==> src/rtl/inst_prefetch_queue.sv <==
// Instruction register / prefetch queue between instruction memory and decoder.
// Optional stall statistics counter enabled by defining IPQ_STATS_EN.
module inst_prefetch_queue #(
  parameter int WIDTH = 16,
  parameter int PC_W  = 16,
  parameter int DEPTH = 4,
  localparam int CNT_W = $clog2(DEPTH) + 1
) (
  input  logic             p2,
  input  logic             reset,
  input  logic             flush,
  input  logic             mem_valid,
  input  logic [WIDTH-1:0] mem_inst,
  input  logic [PC_W-1:0]  mem_pc,
  output logic             mem_ready,
  output logic             dec_valid,
  output logic [WIDTH-1:0] dec_inst,
  output logic [PC_W-1:0]  dec_pc,
  input  logic             dec_ready,
  output logic [CNT_W-1:0] count
`ifdef IPQ_STATS_EN
  ,
  output logic [15:0]      stall_cycles
`endif
);

  localparam int PTR_W = $clog2(DEPTH);

  logic [PTR_W-1:0] wr_ptr_reg;
  logic [PTR_W-1:0] rd_ptr_reg;
  logic [CNT_W-1:0] count_reg;
  logic [WIDTH-1:0] inst_mem [DEPTH];
  logic [PC_W-1:0]  pc_mem   [DEPTH];
  logic             push;
  logic             pop;

  // All outputs are decoded from registered state; no input reaches an output.
  assign mem_ready = (count_reg != CNT_W'(DEPTH));
  assign dec_valid = (count_reg != '0);
  assign dec_inst  = dec_valid ? inst_mem[rd_ptr_reg] : '0;
  assign dec_pc    = dec_valid ? pc_mem[rd_ptr_reg] : '0;
  assign count     = count_reg;

  assign push = mem_valid & mem_ready;
  assign pop  = dec_valid & dec_ready;

  always_ff @(posedge p2 or negedge reset) begin
    if (!reset) begin
      wr_ptr_reg <= '0;
      rd_ptr_reg <= '0;
      count_reg  <= '0;
    end else if (flush) begin
      wr_ptr_reg <= '0;
      rd_ptr_reg <= '0;
      count_reg  <= '0;
    end else begin
      if (push) wr_ptr_reg <= wr_ptr_reg + PTR_W'(1);
      if (pop)  rd_ptr_reg <= rd_ptr_reg + PTR_W'(1);
      count_reg <= count_reg + CNT_W'(push) - CNT_W'(pop);
    end
  end

  // Storage survives a flush; stale words are hidden by the dec_valid forcing.
  generate
    for (genvar gi = 0; gi < DEPTH; gi++) begin : g_entry
      always_ff @(posedge p2 or negedge reset) begin
        if (!reset) begin
          inst_mem[gi] <= '0;
          pc_mem[gi]   <= '0;
        end else if (!flush && push && (wr_ptr_reg == PTR_W'(gi))) begin
          inst_mem[gi] <= mem_inst;
          pc_mem[gi]   <= mem_pc;
        end
      end
    end
  endgenerate

`ifdef IPQ_STATS_EN
  logic [15:0] stall_cycles_reg;

  always_ff @(posedge p2 or negedge reset) begin
    if (!reset) begin
      stall_cycles_reg <= '0;
    end else if (dec_ready && !dec_valid && !flush && (stall_cycles_reg != 16'hFFFF)) begin
      stall_cycles_reg <= stall_cycles_reg + 16'd1;
    end
  end

  assign stall_cycles = stall_cycles_reg;
`endif

endmodule
==> config.mk <==
export PLATFORM = sky130hd
export DESIGN_NAME = inst_prefetch_queue
export DESIGN_NICKNAME = d
export VERILOG_FILES = /design/src/rtl/inst_prefetch_queue.sv
export SDC_FILE = /design/constraint.sdc
export NUM_CORES = 1
export LEC_CHECK = 0
export ABC_AREA = 1
export CAP_MARGIN = 10
export CORE_AREA = 4 4 103 129
export DETAILED_ROUTE_END_ITERATION = 8
export DIE_AREA = 0 0 107 133
export GPL_ROUTABILITY_DRIVEN = 0
export PLACE_DENSITY = 0.79
export SYNTH_ARGS = -nofsm -noshare
export SYNTH_HDL_FRONTEND = slang
export SYNTH_SLANG_ARGS = --single-unit
==> constraint.sdc <==
create_clock -name p2 -period 2.85 [get_ports p2]
set_clock_uncertainty 0.05 [all_clocks]
set_input_delay 0.57 -clock p2 [delete_from_list [all_inputs] [get_ports p2]]
set_output_delay 0.57 -clock p2 [all_outputs]
set_load 0.02 [all_outputs]
# Word-level counts from Yosys, hierarchy flattened
# Index checks and enable logic that the tools add are counted.
# totals
regBits,135
romBits,0
word_cells,46
out_inout_bits,37
memories,0
in_bits,37
mem_bits_rw,0
latch_bits,0
# op_classes
n_div,0
shift,0
bitwise,3
n_addsub,4
eq_ne,4
n_mux,13
n_lt_le_gt_ge,1
multipliers,0
reduce_logical,10
# ops
cell,n
16-bit 2-to-1 mux,6
16-bit binary-select mux with 2-bit select,2
2-bit 2-to-1 mux,4
1-bit logical AND,5
"2-bit by 1-bit adder with 2-bit output, second input constant",2
"2-bit equality test, second input constant",2
2-bit nonzero test,2
3-bit by 1-bit adder with 3-bit output,1
"3-bit >= comparator, second input constant",1
3-bit 2-to-1 mux,1
"3-bit inequality test, second input constant",1
2-bit NOT with 3-bit output,1
3-bit nonzero test,1
3-bit by 1-bit subtractor with 3-bit output,1
1-bit bitwise AND,2
"2-bit by 1-bit equality test with 1-bit output, second input constant",1
2-bit logical NOT,1
1-bit logical NOT,1

# Longest topological paths before layout
# Gate-level depths: netlist of the first run.
# depth
depth_word,5
depth_mapped,11
mapped_depth_nobuf,11

# Worst setup path after synthesis of the first run
# No wires, ideal clock.
# synth_path
kind,register to register
from,reg count_reg[1] (netlist: count[1])
to,reg count_reg[2] (netlist: count[2])
path_stages_with_launch,12
t_required_ps,2682
path_slack_ps,606
arrival_ps,2076
period_less_slack_ps,2244
n_path_buf,0
path_cell_list,dfrtp_1 nor2_1 nand2_1 nand2_1 inv_1 ha_1 inv_1 ha_1 inv_1 fa_1 xor2_1 nor2_1
# synth_between
elab_cells_between_ends,7
# synth_lines
element,line,rtl
start: declaration,31,logic [CNT_W-1:0] count_reg;
start signal: assignment,59,count_reg <= count_reg + CNT_W'(push) - CNT_W'(pop);
3-bit nonzero test,39,assign dec_valid = (count_reg != '0);
via dec_valid,16,"output logic dec_valid,"
1-bit bitwise AND,45,assign pop = dec_valid & dec_ready;
3-bit by 1-bit subtractor with 3-bit output,59,
3-bit 2-to-1 mux,52,end else if (flush) begin
# The timed path passes the listed nets, and every way through them passes these cells.
# A chain may end at the register's enable or synchronous reset.

# Worst setup path after layout of the first run
# layout_path
from,reg rd_ptr_reg[1]
to,out dec_inst[6]
# layout_between
elab_chain_len,5
# layout_rtl
element,line,rtl
start: declaration,30,logic [PTR_W-1:0] rd_ptr_reg;
start signal: assignment,58,if (pop) rd_ptr_reg <= rd_ptr_reg + PTR_W'(1);
2-bit NOT with 3-bit output (implied by the code),40,assign dec_inst = dec_valid ? inst_mem[rd_ptr_reg] : '0;
16-bit binary-select mux with 2-bit select,40,
16-bit 2-to-1 mux (implied by the code) (2 in a row),40,
16-bit 2-to-1 mux,40,
end: declaration,17,"output logic [WIDTH-1:0] dec_inst,"
# Every way passes these cells. The select of a mux whose other input is x is not followed.

==> results by group, run 1 <==
Logic synthesis
  – Cells after synthesis: 876
  – Largest area contributor in the netlist: dfrtp_1
  – Yosys Warn Count: 0
  – Main synth FF type: dfrtp_1
  – Synth Register Bits: 135
  – Most instantiated cells after synthesis: nand2_1 (273), dfrtp_1 (135), nor2_1 (134)
  – Top cells by area, synth: dfrtp_1 (50%), nand2_1 (15%), nand4_1 (12%)
  – Syn Area/Cell: 7.701 µm²
  – Count of cell types in the netlist: 17
  – Synthesized cell area: 6746 µm²
  – Post-synth ARST share: 100.0%
  – Post-synth net total: 920
  – Most common cell in the netlist: nand2_1
  – Sequential-to-total area share from yosys stat: 50.07%
  – EDFF count, synth: 0
  – Area share of the leading cell type in the synthesized netlist: 50.07%

Routing
  – Routed WL: 18820 µm
  – Drt wl/cell: 17.20 µm
  – Metal-1 WL: 7513 µm
  – Vias: approximately 6500
  – Final ANT Viol Nets: 0
  – Top sig layer: met4
  – Residual DRC count: 0
  – Wire length on met2: approximately 9500 µm
  – DR vias/cell: roughly 5.9
  – Starting DRT DRC Count: 564
  – Met3 wire length: about 1400 µm
  – TritonRoute pass-1 iters: 6

Pwr
  – Pwr/cell area: ~1100 nW/µm²
  – Total power: 9284 µW
  – Max IR drop VDD: 0.0006128 V
  – Leak: between 0.004 and 0.005 µW

Finish
  – P&R area growth vs syn: 22.92%
  – Non-Filler Instances: 1094
  – N_diodes: 0
  – Share of cells above drive strength 1: 6.882%
  – Reg area: 3379 µm²
  – Fillcell total: 995
  – Number of nets in the layout: between 900 and 1000
  – Multi-input logic area: 2985 µm²

CTS
  – CTS buffer count: 17
  – Root buffer cell: clkbuf_16
  – Max clock buf depth: 2
  – Clock sinks: 135
  – CTS tree: built
  – H-tree lvl count: 4
  – Post-CTS Hold Fix Bufs: 0
  – Clock latency on the worst-skew pair: about 0.42 ns
  – Reg clk slew, reported paths: 0.05 ns

STA
  – Period minus WS final: 2.761 ns
  – Fin. max-slew vios: 0
  – Setup TNS: 0 ns
  – Final Setup Violations: 0
  – Crit share post-route: 96.86%
  – Least-Margin Pin Slew: 0.7074 ns
  – Final hold slack: 0.1542 ns
  – Achievable Freq: 362.2 MHz
  – RSZ-0062 raised after global routing: true
  – Slew headroom: 52.84%
  – Final hold vios: 0

Floorplan
  – IO Count: 74
  – Area of the core: 12050 µm²
  – Initial Util: 55.99%
  – Die Height: 133 µm
  – Num rows: 45
  – Die W: 107 µm
  – Die area: roughly 14000 µm²

Setup path
  – Slowest cell on the critical path: clkdlybuf4s50_1
  – Critical Path End Type: output port
  – Worst Setup SP: rd_ptr_reg[1]
  – CP bufs+invs: 3
  – CP Class: flop to output port
  – CP startpoint kind: flop
  – Family with the most delay on the worst path: buffers and inverters
  – WP data required: 2.23 ns
  – Reg2reg setup slack: 0.63 ns
  – WP depth: 6
  – R2r worst-path depth: 11
  – Crit-path max cell delay: 0.62 ns
  – FF-to-FF End: count[2]
  – Setup crit end: dec_inst[6]
  – Largest fanout on the critical path: 8
  – R2R Path Start: count[1]
  – Worst-path cell chain: clkinvlp_4 > buf_4 > nor2_1 > o21ai_0 > a21oi_1 > clkdlybuf4s50_1
  – Critical path arrival: 2.14 ns

Place
  – DP Cell Count: 1061
  – Hpwl dp: 11020 µm
  – I/O Buffers: 73

Min path
  – HP Class: input pin to asynchronous set/reset pin

GRT
  – Initial antenna violation count: 0
  – Vias in the first global route: 6458
  – Total gr overflow: 0
  – GRT Overall Usage: between 20% and 30%
  – Largest net degree at the start of global routing: 131
  – First-pass GRT wire length: 31820 µm

Job
  – Max-cap viol count: 0

Run status
  – Run status: finished, final reports clean
[through the flow]
step	instance area (µm²)	util, %	setup slack, ns
global route	8293	68.83	-0.06142
CTS	8220	68.22	0.02617
detailed placement	7639	63.40	0.2752
floorplan	6746	-	0.6060
finish	8293	68.83	0.08935
global placement	7639	63.40	0.3371
[worst min-delay path by stage]
| stage | startpoint | to | slack, ns | depth (start not counted) |
|---|---|---|---|---|
| 2_1_floorplan | reset | count[0] | 0.22 | 0 |
| 3_3_place_gp | pc_mem[11] | pc_mem[11] | 0.41 | 2 |
| 3_5_place_dp | pc_mem[3] | pc_mem[3] | 0.41 | 2 |
| 4_1_cts | reset | count[0] | 0.16 | 1 |
| 5_1_grt | reset | count[0] | 0.19 | 1 |
| 6_report | reset | inst_mem[36] | 0.15 | 1 |
[what timing repair did]
action / 4_1_cts / 5_1_grt
gates resized for setup: 6 / 28
setup buffers: 3 / 0
setup endpoints to repair: 31 / 30
[cell type report]
type                       instances  area share [%]
clock buffer                      27           6.186
clock inverter                     3          0.4828
inverter                          13          0.6789
multi-input combinational        648           36.00
sequential                       135           40.75
tap                              164           2.474
timing repair buffer             104           13.43
[worst reg2reg max path, cell delays in order (launching register included)]
cell     delay (ns)
dfrtp_1        0.45
nor2_4         0.17
nand2_1        0.13
nand2_1        0.09
inv_1          0.07
ha_1           0.29
inv_1          0.07
ha_1           0.13
inv_1          0.04
fa_1           0.36
xor2_1         0.18
nor2_1         0.06
[where the power goes]
group	internal (µW)	total (µW)	switching, µW
Combinational	1610	4080	2460
Clock	1300	2070	767
Sequential	2700	3140	437
[cell usage in the layout, fill, tap and decap left out, types with 6 or more instances in the layout]
master	n
clkdlybuf4s50_1	43
dfrtp_1	134
inv_1	9
dlymetal6s2s_1	27
buf_12	7
clkbuf_16	17
nand4_1	132
o21ai_0	64
nand2_1	273
ha_1	6
a21oi_1	33
buf_4	25
nor2_1	133
[layer usage]
metal  GRT usage [%]  vias to the layer above
met2           45.38                      315
met5               0                        -
met3           6.198                       44
li1                -                     3020
met1           36.65                     3108
met4           9.382                        0
[cells by family (layout without fill, tap and decap cells)]
| group | after synthesis | in the layout | share of synthesized area, % |
|---|---|---|---|
| AND/OR/NAND/NOR | 541 | 541 | 35.03 |
| buffers and inverters | 93 | 147 | 5.953 |
| adder cells (fa/ha/maj) | 7 | 7 | 1.409 |
| flip-flops | 135 | 135 | 50.07 |
| XOR/XNOR | 2 | 2 | 0.2597 |
| AO/OA/AOI/OAI | 98 | 98 | 7.270 |
(Power assumes the default switching activity.)
==> run 2: changes to the inputs <==
GPL_ROUTABILITY_DRIVEN = default   (was 0)
TNS_END_PERCENT = 50   (was default)
==> results of run 2 <==
The final DEF is identical to that of run 1; final timing and power are the same.
==> run 3: changes to the inputs <==
CORE_AREA = 4 4 109 137   (was 4 4 103 129)
DIE_AREA = 0 0 113 141   (was 0 0 107 133)
PLACE_DENSITY = 0.71   (was 0.79)
SKIP_CTS_REPAIR_TIMING = 1   (was default)
==> run 3 against run 2 <==
Against the previous run:
- largest cell class unchanged
- via count is 2.0% lower
- clock power increased by 16%
- sequential cell count did not move
- critical endpoint is now dec_inst[10]
==> results by group, run 3 (same netlist as run 1, synthesis figures left out) <==
STA
  – Achievable Freq: 385.6 MHz
  – Final Setup Violations: 0
  – Slew headroom: roughly 57%
  – Fin. max-slew vios: 0
  – RSZ-0062 raised after global routing: false
  – Period minus WS final: 2.594 ns
  – Worst Slack Setup Final: 0.2565 ns
  – Final hold vios: 0
  – Least-Margin Pin Slew: 0.6432 ns
  – Crit share post-route: 91.00%

Floorplan
  – Area of the core: 13630 µm²
  – Num rows: 48
  – Initial Util: 49.49%
  – Die W: 113 µm
  – IO Count: 74
  – Die area: 15930 µm²
  – Die Height: 141 µm

Job
  – Max-cap viol count: 0

Finish
  – Share of cells above drive strength 1: approximately 8%
  – Number of nets in the layout: 970
  – Final core utilization: around 62%
  – Most common cell after layout, fill and taps aside: nand2_1
  – P&R area growth vs syn: 25.85%
  – Most frequent cells in the layout: nand2_1 (273), dfrtp_1 (134), nor2_1 (133)

Pwr
  – Comb power frac: 42.4%
  – Sequential fraction of design power: 32.6%
  – Max IR drop VDD: approximately 0.00059 V
  – NetSw: 3706 µW
  – Internal power: slightly below 6000 µW
  – Pwr/cell area: 1137 nW/µm²
  – Switch share: 38.38%
  – Leak: 0.004604 µW
  – Clock share of power: ~25%

Setup path
  – R2r worst-path depth: 11
  – R2R Path Start: count[1]
  – Worst Setup SP: rd_ptr_reg[1]
  – Largest fanout on the critical path: 8
  – Critical path arrival: 1.97 ns
  – FF-to-FF End: count[2]
  – CP startpoint kind: flop
  – CP Class: flop to output port
  – Reg2reg setup slack: slightly below 0.6 ns
  – WP depth: 7
  – CP bufs+invs: 4
  – Crit-path max cell delay: between 0.3 and 0.4 ns
  – WP data required: 2.23 ns
  – Worst-path cell chain: clkinvlp_4 > buf_2 > buf_4 > nor2_1 > o21ai_0 > a21oi_1 > dlymetal6s2s_1
  – Family with the most delay on the worst path: buffers and inverters
  – Slowest cell on the critical path: dfrtp_1
  – Setup crit end: dec_inst[10]
  – Critical Path End Type: output port

CTS
  – H-tree lvl count: 4
  – CTS buffer count: 17
  – Max clock buf depth: 2
  – Clock sinks: 135
  – CTS tree: built
  – Reg clk slew, reported paths: 0.05 ns
  – Clock latency on the worst-skew pair: roughly 0.42 ns
  – Root buffer cell: clkbuf_16

Place
  – RePlAce Congestion: 0.7884
  – Hpwl dp: roughly 11000 µm
  – DP Worst Slack: 0.3034 ns
  – I/O Buffers: 73

Routing
  – Residual DRC count: 0
  – DR vias/cell: 5.701
  – Final ANT Viol Nets: 0
  – TritonRoute pass-1 iters: 5
  – Routed WL: 19160 µm
  – Drt wl/cell: roughly 17 µm
  – Vias: 6357
  – Starting DRT DRC Count: approximately 490

GRT
  – Largest net degree at the start of global routing: 82
  – Vias in the first global route: 6308
  – First-pass GRT wire length: 32000 µm
  – Total gr overflow: 0
  – GRT Overall Usage: 24.97%
  – Initial antenna violation count: 1

Min path
  – HP Class: input pin to asynchronous set/reset pin

Run status
  – Run status: finished, final reports clean
run 3: stage by stage:
step,instances,TNS [ns],hold slack (ns),total power (µW),instance area [µm²]
after CTS,1106,-2.761,0.09950,9738,8341
after global placement,1074,0,0.4062,7219,7692
after floorplan,876,0,0.2244,5605,6746
after global routing,1115,0,0.1280,10300,8491
after detailed placement,1074,0,0.4104,7284,7692
final,1115,0,0.08407,9657,8491
run 3: layout make-up:
| type | count | area (µm²) |
|---|---|---|
| inverter | 13 | 53.80 |
| sequential | 135 | 3379 |
| tap | 175 | 219.0 |
| multi-input combinational | 648 | 2980 |
| fill | 1225 | 5142 |
| timing repair buffer | 111 | 1207 |
| clock inverter | 9 | 170.2 |
| antenna | 1 | 2.502 |
| clock buffer | 23 | 478.0 |
run 3: worst min path at each step:
stage / end / slack, ns / cells after the start
6_report: pc_mem[45] / 0.08 / 1
5_1_grt: pc_mem[45] / 0.13 / 1
4_1_cts: pc_mem[45] / 0.1 / 1
3_5_place_dp: pc_mem[14] / 0.41 / 2
3_3_place_gp: inst_mem[0] / 0.41 / 2
2_1_floorplan: count[0] / 0.22 / 0
run 3: power groups by stage:
stage	Sequential (µW)	Clock, µW	Combinational, µW
final	3150	2410	4100
after global placement	3140	0	4080
after global routing	3240	2540	4530
after CTS	3140	2450	4150
after floorplan	3050	0	2550
after detailed placement	3150	0	4130
run 3: metal layers:
layer	vias to the layer above	track usage [%]	routed length, µm
met1	3081	32.64	8300
met3	42	4.637	914
met5	-	0	0
met4	0	11.20	555
li1	3037	-	-
met2	197	40.42	9392
